## src/rtl/hit_scheduler.sv

```systemverilog
// Frame-level hit / life-up arbiter for bomberman: collects overlaps per frame,
// issues lives requests at the frame tick and owns stun, invulnerability and blink.
module hit_scheduler #(
    parameter int FRAME_Y       = 480,
    parameter int STUN_FRAMES   = 30,
    parameter int INVULN_FRAMES = 120,
    parameter int BLINK_FRAMES  = 4,
    parameter int MAX_LIVES     = 5
) (
    input  logic       clk,
    input  logic       reset,
    input  logic [9:0] x,
    input  logic [9:0] y,
    input  logic       bm_hb_on,
    input  logic       enemy_on,
    input  logic       exp_on,
    input  logic       pickup_on,
    input  logic [2:0] lives_in,
    output logic       hit_pulse,
    output logic [1:0] hit_cause,
    output logic       life_up_pulse,
    output logic       pickup_consume,
    output logic       freeze,
    output logic       bm_blink,
    output logic       invuln,
    output logic       dead
);

    typedef enum logic [1:0] {ARMED, STUN, INVULN, DEAD} state_t;

    localparam logic [9:0] TICK_Y   = 10'(FRAME_Y);
    localparam logic [7:0] STUN_L   = 8'(STUN_FRAMES - 1);
    localparam logic [7:0] INVULN_L = 8'(INVULN_FRAMES - 1);
    localparam logic [7:0] BLINK_L  = 8'(BLINK_FRAMES - 1);
    localparam logic [2:0] MAX_L    = 3'(MAX_LIVES);

    state_t     state_q, state_d;
    logic       cond_q, cond_d;
    logic       exp_seen_q, exp_seen_d;
    logic       enemy_seen_q, enemy_seen_d;
    logic       pickup_seen_q, pickup_seen_d;
    logic [7:0] cnt_q, cnt_d;
    logic [7:0] bcnt_q, bcnt_d;
    logic       blink_q, blink_d;
    logic [1:0] cause_q, cause_d;
    logic       pend_q, pend_d;
    logic       pend_life_q, pend_life_d;

    logic tick, exp_now, enemy_now, pickup_now;
    logic lives_zero, hit, take_pickup, can_grow;

    // Rising edge of the tick position, so holding the pixel does not re-fire.
    assign cond_d     = (x == 10'd0) && (y == TICK_Y);
    assign tick       = cond_d & ~cond_q & ~reset;
    assign exp_now    = exp_seen_q    | (bm_hb_on & exp_on);
    assign enemy_now  = enemy_seen_q  | (bm_hb_on & enemy_on);
    assign pickup_now = pickup_seen_q | (bm_hb_on & pickup_on);
    assign lives_zero = (lives_in == 3'd0);
    assign can_grow   = (lives_in < MAX_L);
    assign hit        = tick && (state_q == ARMED) && !lives_zero
                        && (exp_now || enemy_now);
    assign take_pickup = tick && (state_q != DEAD) && !lives_zero
                         && pickup_now;

    always_ff @(posedge clk or posedge reset) begin
        if (reset) begin
            state_q       <= ARMED;
            cond_q        <= 1'b0;
            exp_seen_q    <= 1'b0;
            enemy_seen_q  <= 1'b0;
            pickup_seen_q <= 1'b0;
            cnt_q         <= 8'd0;
            bcnt_q        <= 8'd0;
            blink_q       <= 1'b0;
            cause_q       <= 2'b00;
            pend_q        <= 1'b0;
            pend_life_q   <= 1'b0;
        end else begin
            state_q       <= state_d;
            cond_q        <= cond_d;
            exp_seen_q    <= exp_seen_d;
            enemy_seen_q  <= enemy_seen_d;
            pickup_seen_q <= pickup_seen_d;
            cnt_q         <= cnt_d;
            bcnt_q        <= bcnt_d;
            blink_q       <= blink_d;
            cause_q       <= cause_d;
            pend_q        <= pend_d;
            pend_life_q   <= pend_life_d;
        end
    end

    always_comb begin
        state_d       = state_q;
        cnt_d         = cnt_q;
        bcnt_d        = bcnt_q;
        blink_d       = blink_q;
        cause_d       = cause_q;
        pend_d        = 1'b0;
        pend_life_d   = 1'b0;
        exp_seen_d    = tick ? 1'b0 : exp_now;
        enemy_seen_d  = tick ? 1'b0 : enemy_now;
        pickup_seen_d = tick ? 1'b0 : pickup_now;
        if (state_q != DEAD && lives_zero) begin
            state_d = DEAD;
            blink_d = 1'b0;
        end else if (tick) begin
            unique case (state_q)
                ARMED: begin
                    if (hit) begin
                        cause_d = exp_now ? 2'b10 : 2'b01;
                        cnt_d   = 8'd0;
                        state_d = (lives_in == 3'd1) ? DEAD : STUN;
                        // Pickup on a survivable hit is deferred one cycle.
                        if (take_pickup && lives_in != 3'd1) begin
                            pend_d      = 1'b1;
                            pend_life_d = can_grow;
                        end
                    end
                end
                STUN: begin
                    if (cnt_q == STUN_L) begin
                        state_d = INVULN;
                        cnt_d   = 8'd0;
                        bcnt_d  = 8'd0;
                        blink_d = 1'b1;
                    end else begin
                        cnt_d = cnt_q + 8'd1;
                    end
                end
                INVULN: begin
                    if (cnt_q == INVULN_L) begin
                        state_d = ARMED;
                        cnt_d   = 8'd0;
                        blink_d = 1'b0;
                    end else begin
                        cnt_d = cnt_q + 8'd1;
                        if (bcnt_q == BLINK_L) begin
                            bcnt_d  = 8'd0;
                            blink_d = ~blink_q;
                        end else begin
                            bcnt_d = bcnt_q + 8'd1;
                        end
                    end
                end
                DEAD: begin
                    state_d = DEAD;
                end
            endcase
        end
    end

    always_comb begin
        hit_pulse      = hit;
        hit_cause      = cause_q;
        pickup_consume = (take_pickup && !hit) || pend_q;
        life_up_pulse  = (take_pickup && !hit && can_grow)
                         || (pend_q && pend_life_q);
        freeze         = (state_q == STUN) || (state_q == DEAD);
        invuln         = (state_q == STUN) || (state_q == INVULN);
        bm_blink       = blink_q && (state_q == INVULN);
        dead           = (state_q == DEAD);
    end

endmodule

```

## config.mk

```make
export PLATFORM = sky130hd
export DESIGN_NAME = hit_scheduler
export DESIGN_NICKNAME = d
export VERILOG_FILES = /design/src/rtl/hit_scheduler.sv
export SDC_FILE = /design/constraint.sdc
export NUM_CORES = 1
export LEC_CHECK = 0
export ABC_AREA = 0
export CORE_ASPECT_RATIO = 0.8
export CORE_MARGIN = 4
export CORE_UTILIZATION = 30
export CTS_CLUSTER_DIAMETER = 50
export DETAILED_ROUTE_END_ITERATION = 8
export PLACE_DENSITY = 0.5
export SYNTH_ARGS = -nofsm -noshare
export SYNTH_HDL_FRONTEND = slang
export SYNTH_SLANG_ARGS = --single-unit
```

## constraint.sdc

```tcl
create_clock -name clk -period 2.14 [get_ports clk]
set_input_delay 0.214 -clock clk [delete_from_list [all_inputs] [get_ports clk]]
set_output_delay 0.214 -clock clk [all_outputs]
set_load 0.05 [all_outputs]
```

**Word level (Yosys, flattened, before mapping)**

Cells that the tools add are included.

- Register bits: 27
- Input port bits: 29
- Logic and storage cells: 110

- Add/sub/neg operators: 2
- Magnitude comparators: 1
- Equality and inequality tests: 17
- Mux-type cells: 35
- Bitwise gates (word level): 12
- Reduce and logical (&&, ||, !) cells: 32

Operator list:

| operator | number |
|---|---|
| $mux W8 | 6 |
| $pmux W8 S3 | 1 |
| $mux W1 | 18 |
| $add A8 B1 Y8 const B | 2 |
| $pmux W8 S2 | 1 |
| $reduce_and A4 Y1 | 4 |
| $mux W2 | 7 |
| $logic_and A1 B1 Y1 | 13 |
| $eq A10 B9 Y1 const B | 1 |
| $logic_not A10 Y1 | 1 |
| $eq A8 B2 Y1 const B | 1 |
| $eq A8 B5 Y1 const B | 1 |
| $eq A8 B7 Y1 const B | 1 |
| $ne A2 B2 Y1 const B | 4 |
| $pmux W2 S4 | 1 |
| $ne A3 B3 Y1 const B | 2 |
| $reduce_bool A3 Y1 | 2 |
| $and A1 B1 Y1 | 5 |
| $logic_or A1 B1 Y1 | 5 |
| $reduce_and A5 Y1 | 1 |
| $eq A2 B2 Y1 const B | 2 |
| $ne A4 B4 Y1 const B | 1 |
| $not A1 Y1 | 4 |
| $reduce_bool A2 Y1 | 2 |
| other kinds (10) | 13 |

**Longest topological paths before layout**

Gate-level depths: netlist (run 1).

- Depth in word-level cells: 13
- Depth in mapped cells: 8

**Worst setup path after synthesis (run 1)**

Ideal clock, no wire load.

- Path type: input port to output port
- Start point: in x[9]
- End point: out life_up_pulse
- Arrival time: 2357 ps
- Slack: -431 ps
- Stages: 5
- Cell sequence: nor4b_1 nand3_1 nor3_2 nand3_1 o21ai_0

- Cells in the longest elaborated chain, start to end: 11
- Elaborated cells between the ends (all ways): 14
- Classes of those cells: 2 x bitwise; 12 x reduce/logical

Ends and longest elaborated chain:

| what | RTL line | source |
|---|---|---|
| start: declaration | 12 | `input logic [9:0] x,` |
| $logic_not A10 Y1 * | 53 | `assign cond_d = (x == 10'd0) && (y == TICK_Y);` |
| $logic_and A1 B1 Y1 * | 53 |  |
| $and A1 B1 Y1 * (2 in series) | 54 | `assign tick = cond_d & ~cond_q & ~reset;` |
| $logic_and A1 B1 Y1 (2 in series) | 60 | `assign hit = tick && (state_q == ARMED) && !lives_zero` |
| $logic_and A1 B1 Y1 | 61 | `&& (exp_now \|\| enemy_now);` |
| $logic_not A1 Y1 | 157 | `life_up_pulse = (take_pickup && !hit && can_grow)` |
| $logic_and A1 B1 Y1 * (2 in series) | 157 |  |
| $logic_or A1 B1 Y1 * | 158 | `\|\| (pend_q && pend_life_q);` |
| end: declaration | 21 | `output logic life_up_pulse,` |

Every way passes the cells marked *; elsewhere a longest branch is shown, timed or not.

**Final worst setup path (run 1)**

- Start point: in x[2]
- End point: out life_up_pulse

The elaborated chain is that of the path after synthesis.

==> results of run 1 <==
[metrics by stage]
step | std cells | utilization [%] | instance area [µm²] | total power (µW) | TNS, ns
after floorplan | 201 | - | 1789 | 786.7 | -0.05377
after global placement | 340 | 44.41 | 2494 | 985.0 | -0.2958
after detailed placement | 340 | 44.41 | 2494 | 980.2 | -0.3967
after CTS | 344 | 45.66 | 2564 | 1303 | 0
after global routing | 345 | 47.21 | 2651 | 1389 | -0.07498
final | 345 | 47.21 | 2651 | 1305 | 0
[worst reg2reg max path, stage by stage, from the launching register on]
cell,delay (ns)
dfrtp_1,0.41
buf_4,0.14
ha_2,0.18
or4_4,0.56
o221a_2,0.16
nand4_2,0.12
or2_1,0.22
o21ai_0,0.11
[cell families after synthesis]
kind of cell,synth area share (%)
and+or+nand+nor,31.58
AOI/OAI and AO/OA,20.03
DFF,37.82
buffers and inverters,2.661
adders and majority gates,5.602
muxes,2.311
[flip-flops by register name, summed over array words and instances, names as in the netlist, 2 cells and up]
name / flops
hit_cause: 2
state_q: 2
cnt_q: 8
bcnt_q: 8
[cells in the mapped netlist (2+ instances only)]
master,count,area share [%]
nand3_1,12,3.4
nor4_1,7,2.5
a211oi_1,4,1.7
nor3b_1,3,1.3
a21oi_1,7,2.0
or3_1,5,1.8
o21ai_0,20,5.6
o31ai_2,2,1.4
or4_1,4,1.7
nand2b_1,5,1.8
buf_2,2,0.56
ha_1,8,5.6
a21o_1,2,0.84
dfrtp_1,27,38
nand2_1,9,1.9
o211ai_1,2,0.84
nand4_1,5,1.8
nor2_1,18,3.8
inv_1,9,1.9
nor2b_1,5,1.8
nor3_1,4,1.1
o31ai_1,6,2.5
and3_1,7,2.5
nor4b_1,2,0.98
or2_2,2,0.70
mux2i_1,3,1.7
[layer usage]
layer | global-route usage (%) | vias to the layer above | share of wire [%]
met1 | 21.48 | 827 | 52
met5 | 0 | - | 0
met4 | 3.030 | 0 | 0.77
met2 | 19.33 | 54 | 40
li1 | - | 893 | -
met3 | 3.620 | 2 | 7.1
[layout make-up]
class                   count  area, µm²
fillers                   559       2964
multi-input cells         162       1150
flip-flops and latches     27      675.6
repair buffers             65      645.6
well taps                  78      97.59
clock buffers               3      41.29
inverters                   9      33.78
clock inverters             1      7.507
[power by group through the flow]
| stage | clock network (µW) | registers (µW) | logic [µW] |
|---|---|---|---|
| floorplan | 0 | 534 | 252 |
| global placement | 0 | 533 | 452 |
| detailed placement | 0 | 533 | 447 |
| CTS | 328 | 523 | 452 |
| global route | 349 | 525 | 515 |
| finish | 309 | 523 | 473 |
[worst min-delay path by stage]
stage / startpoint / to / slack (ns) / cells after the start
2_1_floorplan: reset / bcnt_q[0]$_DFFE_PP0P_ / 0.27 / 1
3_3_place_gp: bcnt_q[1]$_DFFE_PP0P_ / bcnt_q[1]$_DFFE_PP0P_ / 0.49 / 2
3_5_place_dp: hit_cause[0]$_DFFE_PP0P_ / hit_cause[0]$_DFFE_PP0P_ / 0.50 / 1
4_1_cts: reset / cond_q$_DFF_PP0_ / 0.34 / 2
5_1_grt: reset / cnt_q[0]$_DFFE_PP0P_ / 0.36 / 2
6_report: reset / cond_q$_DFF_PP0_ / 0.32 / 2
[timing repair]
item / in CTS / in global routing
gates resized for setup: 4 / 20
hold buffers: 0 / 0
endpoints found under the hold margin: 0 / 0
endpoints found under the setup margin: 2 / 5
cloned: 0 / 0
pin swaps: 4 / 8
setup buffers: 0 / 1
[cells in the final DEF (no fill, tap or decap), types with 6 or more instances in the layout]
cell type	Yosys	final
buf_4	0	29
dfrtp_1	27	27
clkdlybuf4s50_1	0	24
o21ai_0	20	18
nor2_1	18	18
nand3_1	12	11
inv_1	9	8
nand2_1	9	8
a21oi_1	7	7
dlymetal6s2s_1	0	7
and3_1	7	6
o31ai_1	6	6
ha_1	8	6
==> metrics.txt, run 1 <==
max-slew violation count 0; Critical Path Source x[2]; DRC 0; CP endpoint life_up_pulse; clk buf depth 2; vias per inst 5.148; cell family with most CP delay buffers and inverters; Worst EP arrival 1.84 ns; wire per inst 14.25 µm; WP depth 8; routability congestion estimate 0.7977; Critical Path Fanout Max 3; kind of critical path input pin to primary output; 1st-pass router iterations 4; min cycle time layout 2.057 ns; max_cap viols 0; H-tree depth 1; detailed router's first-iteration violation count 104; CTS sink cnt 27; Initial Util 31.82%; Num CTS Buffers 3; Pwr Density 492.3 nW/µm²; synth warn 0; Die ar. 7262 µm²; Post-Syn Area 1787 µm²; CTS tree done; number of port buffers 37; reg-to-reg endpoint bcnt_q[5]$_DFFE_PP0P_; Top FF cell, synth dfrtp_1; Yosys reg bits 27; FFs w/ async S/R, synth 100.0%; Remaining Overflow, GRT 0; element type at the critical path start input pin; final hold violations 0; Worst Max-Slew Pin Slew 0.5040 ns; antenna cell count 0; final worst-path cycle share 96.14%; num rows 24; vias in the first global route 1,678; P_leak 0.001137 µW; sequential area share after synthesis 37.82%; clock latency at the later pin of the worst-skew pair 0.28 ns; final WL 4.917 mm; root buf cell clkbuf_8; status complete, no violations; Buf/Inv on CP 3; Int Power 861.7 µW; VDD IR max 0.2866 mV; I/O pin total 38; final worst slack 0.08264 ns; RSZ-0062 raised after global routing yes; Horiz. Die Dim 94.28 µm; post-synth cell types 47; Core ar. 5615 µm²; Syn Area/Cell 8.889 µm²; HPWL Detailed 3.898 mm; Switching Fraction 33.97%; clk slew on worst S/H paths 0.10 ns; Syn Inst Count 201; final setup fails 0; layout cells sized above 1 23.22%; hold slack 0.3209 ns; required time worst endpoint 1.93 ns; initial antenna violation count 0; dpl ws -0.1266 ns; GRT Total Usage 13.97%; Layout area overhead 48.39%; first-pass GRT wire length 8.079 mm; Slew HR 66.35%; DR vias 1,776; Clock Power Share 23.6%; FF-to-FF setup slack 0.13 ns; crit-path cells clkdlybuf4s50_1 -> nor4_1 -> buf_4 -> nand2_2 -> nor3_2 -> nand3_1 -> o21ai_2 -> buf_12; Syn Nets 238; r2r startpoint state_q[0]$_DFFE_PP0P_; Nets 305; CP Capture Type primary output; combinational power share 36.3%; r2r worst-path depth 7; hold crit path type input pin to async pin; slowest stage delay, CP 0.42 ns; CP max-delay cell clkdlybuf4s50_1; Die H 77.03 µm; antenna-violating nets left 0; Post-synth EDFFs 0; Setup Skew 0.002533 ns; Psw 443.4 µW; sequential fraction of design power 40.1%; Max Freq 486.1 MHz; largest net degree at the start of global routing 19
Note: power is estimated with default switching activity, not from simulation.
==> run 2: changes to the inputs <==
--- a/config.mk
+++ b/config.mk
@@ -11,7 +11,7 @@
 export CORE_UTILIZATION = 30
 export CTS_CLUSTER_DIAMETER = 50
 export DETAILED_ROUTE_END_ITERATION = 8
-export PLACE_DENSITY = 0.5
+export PLACE_DENSITY = 0.61
 export SYNTH_ARGS = -nofsm -noshare
 export SYNTH_HDL_FRONTEND = slang
 export SYNTH_SLANG_ARGS = --single-unit
==> run 2 against run 1 <==
Compared with the run above: design area shrank 1.4%; largest cell class unchanged; non-clock buffer count shrank 4; global-route usage shrank 0.49 points; clock power shrank 2%; cell count shrank 1.2%; fmax shrank 0.28%; combinational power shrank 3%.
==> metrics.txt, run 2 (synthesis results as in run 1) <==
status complete, no violations; CP max-delay cell clkdlybuf4s50_1; element type at the critical path start input pin; CTS sink cnt 27 (unchanged); hold slack 0.3951 ns (+0.07418 ns); num rows 24 (unchanged); antenna cell count 0 (unchanged); P_leak 0.001065 µW (-6.4%); Critical Path Fanout Max 3 (unchanged); post-layout util 46.55% (-0.67 points); DR vias 1,754 (-1.2%); cell family with most CP delay buffers and inverters; clock latency at the later pin of the worst-skew pair 0.28 ns (about the same); layout cells sized above 1 22.43% (-0.79 points); reg-to-reg endpoint cnt_q[7]$_DFFE_PP0P_; root buf cell clkbuf_8; clk slew on worst S/H paths 0.10 ns (about the same); vias per inst 5.144 (about the same); GRT met3 Usage 3.033% (-0.59 points); final worst-path cycle share 96.41% (+0.27 points); Initial Util 31.82% (unchanged); Nets 301 (-1.3%); biggest regs bcnt_q (8), cnt_q (8); number of port buffers 37 (unchanged); FF-to-FF setup slack 0.15 ns (+0.02 ns); hold crit path type input pin to async pin; commonest non-fill, non-tap cell in the layout clkdlybuf4s50_1; max-slew violation count 0 (unchanged); DRC 0 (unchanged); wire per inst 14.04 µm (-1.5%); first-pass GRT wire length 7.859 mm (-2.7%); Layout area overhead 46.29%; slowest stage delay, CP 0.44 ns (+0.02 ns); 1st-pass router iterations 4 (unchanged); clk buf depth 2 (unchanged); antenna-violating nets left 0 (unchanged); most frequent cells in the layout clkdlybuf4s50_1 (30), dfrtp_1 (26), buf_4 (26); Worst EP arrival 1.85 ns (about the same); Die H 77.03 µm (unchanged); vias in the first global route 1,671 (-0.42%); Max Freq 484.7 MHz (-0.28%); FILL cells 536 (-4.1%); crit-path cells clkdlybuf4s50_1 -> nor4_2 -> buf_4 -> nand2_2 -> nor3_2 -> nand3_1 -> o21ai_2 -> buf_12; final hold violations 0 (unchanged); setup TNS 0 ns (unchanged); I/O pin total 38 (unchanged); setup bufs post-CTS 0 (unchanged); Num CTS Buffers 3 (unchanged); r2r startpoint state_q[1]$_DFFE_PP0P_; Pwr Density 493.0 nW/µm² (+0.15%); Setup Skew 0.005971 ns (+0.003438 ns); CP Capture Type primary output; Slew HR 67.02% (+0.68 points); CTS tree done; GRT Total Usage 13.48% (-0.49 points); initial antenna violation count 0 (unchanged); met1 usage 19.92% (-1.6 points); r2r worst-path depth 6 (-1); VDD IR max 0.2338 mV (-18%); Remaining Overflow, GRT 0 (unchanged); kind of critical path input pin to primary output; routability congestion estimate 0.8785 (+10%); min cycle time layout 2.063 ns (+0.005757 ns); Core ar. 5615 µm² (unchanged); Horiz. Die Dim 94.28 µm (unchanged); required time worst endpoint 1.93 ns (about the same); final instance area 2614 µm² (-1.4%); GR peak layer met1; Die ar. 7262 µm² (unchanged); final WL 4.787 mm (-2.6%); H-tree depth 1 (unchanged); max_cap viols 0 (unchanged); met2 GRT Util 18.98% (-0.35 points); final setup fails 0 (unchanged); largest net degree at the start of global routing 28 (+9); placed cell area 2459 µm² (-1.4%); Power Total 1289 µW (-1.3%); Worst Max-Slew Pin Slew 0.4931 ns (-0.01085 ns); Buf/Inv on CP 3 (unchanged); detailed router's first-iteration violation count 125 (+20%); HPWL Detailed 3.713 mm (-4.8%)
run 2: changes by cell type in the layout (fill, tap and decap cells not counted), sizes merged:
cell           before  now
dlymetal6s2s        7    1
clkdlybuf4s50      24   30
buf                34   30
run 2: final cells by class:
type	count	area, µm²	share of cell area [%]
well taps	78	97.59	3.734
flip-flops and latches	27	676.9	25.90
clock buffers	3	41.29	1.580
repair buffers	61	588.1	22.50
clock inverters	1	7.507	0.2872
inverters	9	33.78	1.292
multi-input cells	162	1169	44.71
run 2: stage by stage:
stage	instances	setup WS (ns)
CTS	341	0.0007574
global route	341	-0.03092
floorplan	201	-0.05377
finish	341	0.07688
detailed placement	337	-0.1764
global placement	337	-0.1697
run 2: where the power goes:
group | internal [µW] | total [µW] | leakage, µW | switching [µW]
Clock | 133 | 304 | 0.0000217 | 171
Sequential | 517 | 526 | 0.000332 | 9.17
Combinational | 205 | 458 | 0.000711 | 253
run 2: repair_timing:
item | 4_1_cts | 5_1_grt
gates cloned | 0 | 0
hold buffers | 0 | 0
resized for setup | 6 | 14
setup endpoints to repair | 3 | 11
pin swaps | 3 | 6
run 2: routing by layer:
metal | up-vias | wire (µm)
li1 | 883 | -
met1 | 809 | 2451
met2 | 60 | 1935
met3 | 2 | 351
met4 | 0 | 48
met5 | - | 0
run 2: worst max-delay path by stage:
stage	startpoint	endpoint	slack, ns	cells past startpoint
after floorplan	x[9]	life_up_pulse	-0.05	5
after global placement	x[9]	hit_pulse	-0.17	7
after detailed placement	x[9]	hit_pulse	-0.18	7
after CTS	y[4]	hit_pulse	0.0008	7
after global routing	x[2]	life_up_pulse	-0.03	8
final	x[2]	life_up_pulse	0.08	8
run 2: worst reg2reg max path, cell delays in order (launching register included):
cell	delay (ns)
dfrtp_2	0.45
ha_2	0.18
or4_4	0.57
nor2b_1	0.17
nand4_1	0.11
a211o_1	0.23
o22ai_1	0.14
